### src/rtl/bullet_pkg.sv
// Shared constants for the bullet slot arbiter.
//
// Contents:
//   DEF_NUM_REQ / DEF_NUM_SLOTS  default requester and slot counts
//   REQ_PLAYER                   requester index that belongs to the player
//   DENY_MAX                     saturation value of the starvation counter
//   SLOT_W / CNT_W               slot-index and occupancy-count widths for the defaults
//   idx_width()                  index width helper that never returns zero
package bullet_pkg;

    localparam int DEF_NUM_REQ   = 4;
    localparam int DEF_NUM_SLOTS = 4;
    localparam int REQ_PLAYER    = 0;
    localparam int DENY_MAX      = 255;

    // A single-entry vector still needs a one-bit index port.
    function automatic int idx_width(input int n);
        return (n > 1) ? $clog2(n) : 1;
    endfunction

    localparam int SLOT_W = idx_width(DEF_NUM_SLOTS);
    localparam int CNT_W  = SLOT_W + 1;

endpackage

### src/rtl/bullet_slot_arbiter_rr_pick.sv
// rr_pick: combinational round-robin one-hot picker.
//
// Ports:
//   request  in   N       candidate vector
//   last     in   IDX_W   index granted last time; search starts just above it
//   onehot   out  N       selected requester, one-hot (zero when none)
//   valid    out  1       at least one request was selected
module rr_pick #(
    parameter int N     = 4,
    parameter int IDX_W = 2
) (
    input  logic [N-1:0]     request,
    input  logic [IDX_W-1:0] last,
    output logic [N-1:0]     onehot,
    output logic             valid
);

    logic [IDX_W-1:0] pos;

    // Walk the N positions starting at last+1, wrapping, and keep the first hit.
    always_comb begin
        onehot = '0;
        valid  = 1'b0;
        pos    = '0;
        for (int k = 1; k <= N; k++) begin
            pos = IDX_W'((int'(last) + k) % N);
            if (!valid && request[pos]) begin
                onehot[pos] = 1'b1;
                valid       = 1'b1;
            end
        end
    end

endmodule

### src/rtl/bullet_slot_arbiter.sv
// bullet_slot_arbiter: hands out shared on-screen bullet slots to the player
// and enemies, one grant per frame clock, round-robin over requesters and
// lowest-free-slot placement.
//
// Ports:
//   frame_clk     in   1            clock
//   Reset_n       in   1            asynchronous active-low reset
//   game          in   1            game phase active; 0 on start/win/lose screens
//   req           in   NUM_REQ      fire requests (held until granted), 0 = player
//   slot_release  in   NUM_SLOTS    per-slot free pulse ("release" is a reserved word)
//   gnt           out  NUM_REQ      one-hot registered grant, one cycle wide
//   gnt_slot      out  SLOT index   slot bound to the current grant
//   slot_busy     out  NUM_SLOTS    registered slot occupancy
//   busy_count    out  SLOT idx+1   popcount of slot_busy
//   deny_count    out  8            saturating count of slot-starved cycles
//
// Build option: define BULLET_PLAYER_PRIORITY_EN to let an eligible player
// request always win; enemies then rotate among themselves.
module bullet_slot_arbiter
    import bullet_pkg::*;
#(
    parameter int NUM_REQ   = DEF_NUM_REQ,
    parameter int NUM_SLOTS = DEF_NUM_SLOTS
) (
    input  logic                             frame_clk,
    input  logic                             Reset_n,
    input  logic                             game,
    input  logic [NUM_REQ-1:0]               req,
    input  logic [NUM_SLOTS-1:0]             slot_release,
    output logic [NUM_REQ-1:0]               gnt,
    output logic [idx_width(NUM_SLOTS)-1:0]  gnt_slot,
    output logic [NUM_SLOTS-1:0]             slot_busy,
    output logic [idx_width(NUM_SLOTS):0]    busy_count,
    output logic [7:0]                       deny_count
);

    localparam int RW = idx_width(NUM_REQ);
    localparam int SW = idx_width(NUM_SLOTS);

    logic [NUM_REQ-1:0]   eligible;
    logic [NUM_REQ-1:0]   pick_req;
    logic [NUM_REQ-1:0]   pick_onehot;
    logic                 pick_valid;
    logic [NUM_REQ-1:0]   choice;
    logic [RW-1:0]        choice_idx;
    logic                 have_choice;
    logic                 update_last;
    logic [RW-1:0]        last_gnt;
    logic [SW-1:0]        free_slot;
    logic                 slot_free;
    logic [NUM_SLOTS-1:0] slot_bit;
    logic                 grant_now;
    logic                 deny_now;
    logic                 game_q;
    // Low for the first edge after reset so a grant is never registered
    // on that edge.
    logic                 armed;

    // A requester whose grant is currently showing is not a candidate again.
    assign eligible = req & ~gnt;

    rr_pick #(
        .N     (NUM_REQ),
        .IDX_W (RW)
    ) u_rr_pick (
        .request (pick_req),
        .last    (last_gnt),
        .onehot  (pick_onehot),
        .valid   (pick_valid)
    );

    always_comb begin
        choice      = pick_onehot;
        have_choice = pick_valid;
        update_last = 1'b1;
        pick_req    = eligible;
`ifdef BULLET_PLAYER_PRIORITY_EN
        // The player is removed from rotation; enemies rotate around last_gnt,
        // which only ever holds an enemy index after a grant.
        pick_req[REQ_PLAYER] = 1'b0;
        if (eligible[REQ_PLAYER]) begin
            choice             = '0;
            choice[REQ_PLAYER] = 1'b1;
            update_last        = 1'b0;
        end
        have_choice = pick_valid | eligible[REQ_PLAYER];
`endif
    end

    always_comb begin
        choice_idx = '0;
        for (int i = 0; i < NUM_REQ; i++) begin
            if (choice[i]) choice_idx = RW'(i);
        end
    end

    // Downward scan so the last assignment is the lowest free slot.
    always_comb begin
        free_slot = '0;
        slot_free = 1'b0;
        for (int i = NUM_SLOTS - 1; i >= 0; i--) begin
            if (!slot_busy[i]) begin
                free_slot = SW'(i);
                slot_free = 1'b1;
            end
        end
        slot_bit            = '0;
        slot_bit[free_slot] = 1'b1;
    end

    always_comb begin
        busy_count = '0;
        for (int i = 0; i < NUM_SLOTS; i++) begin
            busy_count = busy_count + (SW + 1)'(slot_busy[i]);
        end
    end

    assign grant_now = game & armed & have_choice & slot_free;
    assign deny_now  = game & armed & (|eligible) & ~slot_free;

    // Releases act on the registered occupancy, so a freed slot is only seen
    // by the decision logic one cycle later.
    always_ff @(posedge frame_clk or negedge Reset_n) begin
        if (!Reset_n) begin
            gnt        <= '0;
            gnt_slot   <= '0;
            slot_busy  <= '0;
            deny_count <= '0;
            last_gnt   <= RW'(NUM_REQ - 1);
            game_q     <= 1'b0;
            armed      <= 1'b0;
        end else begin
            armed  <= 1'b1;
            game_q <= game;
            if (!game) begin
                gnt       <= '0;
                gnt_slot  <= '0;
                slot_busy <= '0;
                last_gnt  <= RW'(NUM_REQ - 1);
            end else begin
                gnt       <= grant_now ? choice : '0;
                gnt_slot  <= grant_now ? free_slot : '0;
                slot_busy <= (slot_busy & ~slot_release) | (grant_now ? slot_bit : '0);
                if (grant_now && update_last) begin
                    last_gnt <= choice_idx;
                end
                if (!game_q) begin
                    deny_count <= '0;
                end else if (deny_now && deny_count != 8'(DENY_MAX)) begin
                    deny_count <= deny_count + 8'd1;
                end
            end
        end
    end

endmodule

### config.mk
export PLATFORM = sky130hd
export DESIGN_NAME = bullet_slot_arbiter
export DESIGN_NICKNAME = d
export VERILOG_FILES = /design/src/rtl/bullet_pkg.sv /design/src/rtl/bullet_slot_arbiter_rr_pick.sv /design/src/rtl/bullet_slot_arbiter.sv
export SDC_FILE = /design/constraint.sdc
export NUM_CORES = 1
export LEC_CHECK = 0
export CAP_MARGIN = 0
export CORE_ASPECT_RATIO = 1.25
export CORE_MARGIN = 3
export CORE_UTILIZATION = 49
export DETAILED_ROUTE_END_ITERATION = 8
export PLACE_DENSITY = 0.79
export SYNTH_ARGS = -nofsm -noshare
export SYNTH_HDL_FRONTEND = slang
export SYNTH_SLANG_ARGS = --single-unit
### constraint.sdc
create_clock -name frame_clk -period 3.45 [get_ports frame_clk]
set_clock_uncertainty 0.2 [all_clocks]
set_input_delay 1.035 -clock frame_clk [delete_from_list [all_inputs] [get_ports frame_clk]]
set_output_delay 1.035 -clock frame_clk [all_outputs]
set_load 0.005 [all_outputs]
# Yosys cells after proc, flatten, opt, wreduce, memory -nomap -nowiden
# Cells that the tools add are included.
[word_totals]
reg_bits = 22
inputBits = 11
out_inout_bits = 21
[op_classes]
add_sub_neg = 8
order_cmp = 10
eq_ne = 3
muxes = 47
bitwise_logic = 14
n_reduce_logical = 14
[ops]
columns = ["op", "count"]
rows = [
  ["$mux 4", 8],
  ["$mux 2", 10],
  ["$mux 1", 18],
  ["$mux 8", 2],
  ["$or 4x4->4", 4],
  ["$lt 2x3->1 const B", 5],
  ["$demux 1 s2", 5],
  ["$ge 2x1->1 const B", 5],
  ["$logic_and 1x1->1", 9],
  ["$add 8x1->8 const B", 1],
  ["$and 4x4->4", 2],
  ["$bmux 1 s2", 4],
  ["$ne 8x8->1 const B", 1],
  ["$not 4->4", 2],
  ["$and 1x1->1", 5],
  ["$add 2x1->2 const B", 2],
  ["$add 2x2->2 const B", 2],
  ["$ne 2x1->1 const B", 2],
  ["$reduce_or 4->1", 1],
  ["$add 2x1->3", 1],
  ["$add 3x1->3", 1],
  ["$logic_not 1->1", 3],
  ["$add 1x1->2", 1],
  ["$reduce_and 2->1", 1],
  ["$not 1->1", 1],
]

# Depth between registers and ports, before layout
# Gate-level depths: netlist (run 1).
[logic_depth]
ltp_word = 19
depth_mapped = 8
depth_no_buf = 8

# By module
# Synthesis (run 1) repeated with hierarchy kept, for this count alone.
[hier_totals]
hier_cells = 168
area_unflattened_um2 = 1599.0
[modules_own_cells]
columns = ["module", "n_inst", "cells_each", "area_each_um2", "seq_area_each_um2"]
rows = [
  ["bullet_slot_arbiter", 1, 120, 1183.6, 553.0],
  ["rr_pick", 1, 48, 415.4, 0.0],
]

# Worst setup path before layout (run 1)
# No wires, ideal clock.
[synth_path]
path_type = "in2reg"
startpoint = "input req[3]"
endpoint = "register last_gnt[0]"
setup_ps = 77
arrival_ps = 2565
required_time_ps = 3173
path_slack_ps = 608
path_stages = 7
path_cell_list = "and2b_1 > mux4_2 > and2_0 > a221o_1 > a221oi_2 > nand2_1 > a31oi_1"
[synth_between]
elab_chain_len = 18
[synth_rtl]
columns = ["element", "line", "rtl"]
rows = [
  ["from (decl)", "bullet_slot_arbiter.sv:28", "input logic [NUM_REQ-1:0] req,"],
  ["$and 4x4->4 (*)", "bullet_slot_arbiter.sv:60", "assign eligible = req & ~gnt;"],
  ["$bmux 1 s2", "bullet_slot_arbiter_rr_pick.sv:27", "if (!valid && request[pos]) begin"],
  ["$mux 1 (implied by the code)", "bullet_slot_arbiter_rr_pick.sv:27", ""],
  ["$mux 1", "bullet_slot_arbiter_rr_pick.sv:27", ""],
  ["$logic_not 1->1", "bullet_slot_arbiter_rr_pick.sv:27", ""],
  ["$logic_and 1x1->1", "bullet_slot_arbiter_rr_pick.sv:27", ""],
  ["$mux 1", "bullet_slot_arbiter_rr_pick.sv:27", ""],
  ["$logic_not 1->1", "bullet_slot_arbiter_rr_pick.sv:27", ""],
  ["$logic_and 1x1->1", "bullet_slot_arbiter_rr_pick.sv:27", ""],
  ["$mux 1", "bullet_slot_arbiter_rr_pick.sv:27", ""],
  ["$logic_not 1->1", "bullet_slot_arbiter_rr_pick.sv:27", ""],
  ["$logic_and 1x1->1", "bullet_slot_arbiter_rr_pick.sv:27", ""],
  ["$mux 4", "bullet_slot_arbiter_rr_pick.sv:27", ""],
  ["$mux 1", "bullet_slot_arbiter.sv:93", "if (choice[i]) choice_idx = RW'(i);"],
  ["$mux 2 (2 in a row)", "bullet_slot_arbiter.sv:93", ""],
  ["$mux 2", "bullet_slot_arbiter.sv:144", "if (grant_now && update_last) begin"],
  ["$mux 2", "bullet_slot_arbiter.sv:135", "if (!game) begin"],
  ["to (signal assigned)", "bullet_slot_arbiter.sv:129", "last_gnt <= RW'(NUM_REQ - 1);"],
  ["to (signal assigned)", "bullet_slot_arbiter.sv:139", "last_gnt <= RW'(NUM_REQ - 1);"],
  ["to (signal assigned)", "bullet_slot_arbiter.sv:145", "last_gnt <= choice_idx;"],
  ["to (decl)", "bullet_slot_arbiter.sv:48", "logic [RW-1:0] last_gnt;"],
]
# Mark *: on every way between the ends. The rest lies on a longest branch, timed or not. The select of a mux whose other input is x is not followed.
# A chain may end at the register's enable or synchronous reset.

# Worst setup path in the final report (run 1)
[layout_path]
startpoint = "register slot_busy[0]"
endpoint = "output busy_count[2]"
[layout_between]
elab_chain_len = 3
[layout_rtl]
columns = ["element", "line", "rtl"]
rows = [
  ["from (decl)", "bullet_slot_arbiter.sv:32", "output logic [NUM_SLOTS-1:0] slot_busy,"],
  ["from (signal assigned)", "bullet_slot_arbiter.sv:143", "slot_busy <= (slot_busy & ~slot_release) | (grant_now ? slot_bit : '0);"],
  ["$add 1x1->2", "bullet_slot_arbiter.sv:114", "busy_count = busy_count + (SW + 1)'(slot_busy[i]);"],
  ["$add 2x1->3", "bullet_slot_arbiter.sv:114", ""],
  ["$add 3x1->3", "bullet_slot_arbiter.sv:114", ""],
  ["to (decl)", "bullet_slot_arbiter.sv:33", "output logic [idx_width(NUM_SLOTS):0] busy_count,"],
]
# Every way passes these cells.

==> results of run 1 <==
==> cell type report <==
type                            count  share of cell area [%]
Tap cell                           33                    2.22
Inverter                            9                    1.82
Sequential cell                    22                    29.8
Timing Repair Buffer               43                    21.5
Multi-Input combinational cell    111                    41.8
Clock buffer                        3                    1.21
Clock inverter                      1                    1.62
==> worst register-to-register path, stage by stage (launching register included) <==
cell                       delay [ns]
sky130_fd_sc_hd__dfstp_2         0.67
sky130_fd_sc_hd__inv_2           0.14
sky130_fd_sc_hd__ha_1            0.38
sky130_fd_sc_hd__mux4_2          0.38
sky130_fd_sc_hd__and2_0          0.19
sky130_fd_sc_hd__a221o_1         0.28
sky130_fd_sc_hd__a221oi_2        0.26
sky130_fd_sc_hd__nand2_1         0.08
sky130_fd_sc_hd__a31oi_1         0.18
==> cells in the mapped netlist, types with 2 or more instances <==
library cell               count
sky130_fd_sc_hd__xor2_1        4
sky130_fd_sc_hd__or3_1         2
sky130_fd_sc_hd__nand4_1       4
sky130_fd_sc_hd__nor2_1       11
sky130_fd_sc_hd__nand3_1      12
sky130_fd_sc_hd__ha_1         11
sky130_fd_sc_hd__inv_1         8
sky130_fd_sc_hd__o21ai_0       6
sky130_fd_sc_hd__nand2b_1      6
sky130_fd_sc_hd__o22ai_1       3
sky130_fd_sc_hd__nand2_1      18
sky130_fd_sc_hd__and3_1        3
sky130_fd_sc_hd__nor2b_1       4
sky130_fd_sc_hd__xnor2_1       3
sky130_fd_sc_hd__and2_1        2
sky130_fd_sc_hd__dfrtp_1      20
sky130_fd_sc_hd__a31oi_1       2
sky130_fd_sc_hd__a21oi_1       3
sky130_fd_sc_hd__dfstp_2       2
==> logic make-up after synthesis <==
kind of cell / Yosys count / synth area share (%)
and+or+nand+nor: 67 / 25.1
AOI/OAI and AO/OA: 22 / 11.9
DFF: 22 / 40.4
adders and majority gates: 12 / 11.5
buffers and inverters: 10 / 2.74
xor gates and xnor gates: 7 / 4.48
muxes: 2 / 3.57
other: 1 / 0.274
==> routing by layer <==
metal	up-vias	global-route usage, %	wire length (um)
met1	623	25.0	1380
met2	37	39.6	1850
li1	596	-	-
met4	0	7.99	51
met3	6	1.61	110
met5	-	0	0
==> per-stage QoR <==
stage                     std cells  cell area [um^2]  worst slack, ns  hold WS (ns)
after global routing            222              1860          0.00136         0.383
after floorplan                 143              1370            0.608         0.268
after detailed placement        216              1790           0.0317         0.309
after CTS                       222              1860           0.0570         0.338
after global placement          216              1790           0.0915         0.297
final                           222              1860           0.0662         0.336
==> power groups by stage <==
stage	clock network, mW	logic (mW)	registers (mW)
after floorplan	0	0.247	0.325
after global placement	0	0.357	0.329
after detailed placement	0	0.374	0.332
after CTS	0.200	0.379	0.326
after global routing	0.204	0.423	0.333
final	0.198	0.383	0.328
==> registers in the layout, summed over array words and instances (netlist names) <==
signal,flops
gnt,4
gnt_slot,2
deny_count,8
game_q,1
slot_busy,4
last_gnt,2
armed,1
==> path summary, 6_finish.rpt <==
path                                   start             to  slack (ns)  cells past startpoint
worst max-delay path            slot_busy[0]  busy_count[2]        0.07                      6
worst min register to register        game_q  deny_count[0]        0.34                      2
max in group asynchronous            Reset_n    last_gnt[0]        1.93                      2
worst min-delay path                  game_q  deny_count[0]        0.34                      2
worst max register to register   last_gnt[0]    last_gnt[0]        0.63                      8
min in group asynchronous            Reset_n  deny_count[1]        0.85                      2
==> cell usage in the layout (no fill, tap or decap), types with 2 or more instances in the layout <==
master and instances:
sky130_fd_sc_hd__dfstp_2 2, sky130_fd_sc_hd__and3_1 3, sky130_fd_sc_hd__xnor2_1 3, sky130_fd_sc_hd__inv_1 8, sky130_fd_sc_hd__a31oi_1 2, sky130_fd_sc_hd__ha_1 11
sky130_fd_sc_hd__nor2b_1 4, sky130_fd_sc_hd__and2_1 2, sky130_fd_sc_hd__o22ai_1 3, sky130_fd_sc_hd__or3_1 2, sky130_fd_sc_hd__xor2_1 4, sky130_fd_sc_hd__nand2_1 18
sky130_fd_sc_hd__clkdlybuf4s50_1 30, sky130_fd_sc_hd__clkbuf_4 3, sky130_fd_sc_hd__dfrtp_1 20, sky130_fd_sc_hd__nand4_1 4, sky130_fd_sc_hd__a21oi_1 3, sky130_fd_sc_hd__nand2b_1 6
sky130_fd_sc_hd__o21ai_0 6, sky130_fd_sc_hd__nand3_1 12, sky130_fd_sc_hd__nor2_1 11, sky130_fd_sc_hd__buf_4 12
==> repair_timing <==
item	4_1_cts	5_1_grt
hold endpoints to repair	0	0
setup buffers	2	0
gates resized for setup	1	0
setup endpoints to repair	1	0
==> results.sh, run 1 <==
export IMPL_grt_first_pass_wirelength_um=5650
export IMPL_floorplan_die_area_um2=3460
export IMPL_n_antenna_cell=0
export IMPL_pwr_density_cell_nw_per_um2=489
export IMPL_antenna_left=0
export IMPL_synth_area_leader_cell="sky130_fd_sc_hd__dfrtp_1"
export IMPL_post_cts_hold_buffer_count=0
export IMPL_kind_of_cell_with_the_highest_combined_delay_on_the_critical_path="adder cells"
export IMPL_multiInputGateArea_um2=777
export IMPL_post_route_cells_drive_above_1_share_pct=12.7
export IMPL_synth_seq_cells=22
export IMPL_critPathMaxStageDelay_ns=0.55
export IMPL_globalRouteTotalUtil_pct=21.5
export IMPL_p_total_uw=909
export IMPL_leftover_overflow_at_the_end_of_global_routing=0
export IMPL_crit_path_cell_trace="inv_1, fa_1, inv_1, ha_1, ha_1, clkdlybuf4s50_1"
export IMPL_timing_max_transition_violations_final=0
export IMPL_initial_core_util_pct=53.6
export IMPL_achievable_frequency_mhz=296
export IMPL_fillerInstances=199
export IMPL_route_detailed_drc=0
export IMPL_postSynth_topFlopCell="sky130_fd_sc_hd__dfrtp_1"
export IMPL_drt_first_iter_violations=54
export IMPL_synth_edff_count=0
export IMPL_clock_path_buffers=2
export IMPL_tritoncts_num_buffers=3
export IMPL_via_count_of_the_first_global_routing_pass=1307
export IMPL_floorplan_io_pins=32
export IMPL_drt_wirelength_per_cell_um=15.3
export IMPL_die_width_um=53.3
export IMPL_fin_util_pct=72.7
export IMPL_share_comb_of_total_power_pct=42.1
export IMPL_clock_network_fraction_of_design_power_pct=21.8
export IMPL_num_nets_final=213
export IMPL_p_int_uw=583
export IMPL_synthesis_area_um2=1370
export IMPL_worst_endpoint_arrival_ns=2.15
export IMPL_unrepaired_setup_endpoints_after_global_routing="false"
export IMPL_seq_area_frac_synth_pct=40.4
export IMPL_crit_path_slowest_cell="sky130_fd_sc_hd__fa_1"
export IMPL_clkLatencyLatePin_ns=0.31
export IMPL_place_detailed_hpwl_um=2550
export IMPL_regArea_um2=553
export IMPL_detail_route_wirelength_um=3390
export IMPL_net_switching_power_uw=326
export IMPL_clock_root_buffer="sky130_fd_sc_hd__clkbuf_4"
export IMPL_vias_per_cell=5.68
export IMPL_mappedNetlistNets=166
export IMPL_clock_sinks=22
export IMPL_sw_frac_of_total_pct=35.9
export IMPL_synth_top_cells_by_area="sky130_fd_sc_hd__dfrtp_1, sky130_fd_sc_hd__ha_1, sky130_fd_sc_hd__nand2_1"
export IMPL_seq_power_share_pct=36.1
export IMPL_cp_buffers_inverters=3
export IMPL_total_number_of_vias=1262
export IMPL_tritoncts="built"
export IMPL_cp_data_required_time_ns=2.21
export IMPL_fin_crit_sh_pct=98.1
export IMPL_synthesis_instances=143
export IMPL_syn_mean_instance_area_um2=9.56
export IMPL_globalplace_congestion=0.822
export IMPL_critical_path_peak_fanout=2
export IMPL_run_status="complete, no violations"
export IMPL_cts_htree_levels=1
export IMPL_grt_antenna_before_repair=0
export IMPL_core_area_um2=2550
export IMPL_grt_max_degree=23
export IMPL_worstHoldPathType="flip-flop to flip-flop"
export IMPL_drt_pass1_iter_count=4
export IMPL_yosysTopAreaCellShare_pct=36.6
export IMPL_vdd_drop_max_v=0.000432
export IMPL_clkTransAtPathRegs_ns=0.13
export IMPL_cap_viol_max_count=0
export IMPL_ys_warn_count=0
export IMPL_finalHoldViolations=0
export IMPL_critPathCaptureType="primary output"
export IMPL_static_leakage_power_nw=0.837
export IMPL_numPortBuffers=31
export IMPL_area_delta_synth_final_pct=35.8
export IMPL_std_cell_rows=20
export IMPL_synth_lib_cells_used_distinct=38
export IMPL_setup_viol=0
export IMPL_fin_setup_tns_ns=0
export IMPL_setup_worst_path_start_class="flip-flop"
export IMPL_ffs_w_async_s_r_synth_pct=100
export IMPL_setup_worst_path_class="flip-flop to primary output"
export IMPL_final_min_clock_period_ns=3.38
export IMPL_die_y_um=65.1
Power figures use the tool's default switching activity.
==> run 2, diff against run 1 <==
Settings changed: ABC_CLOCK_PERIOD_IN_PS set to 3450.
==> results of run 2 <==
Final layout, timing and power as in run 1 (identical DEF).
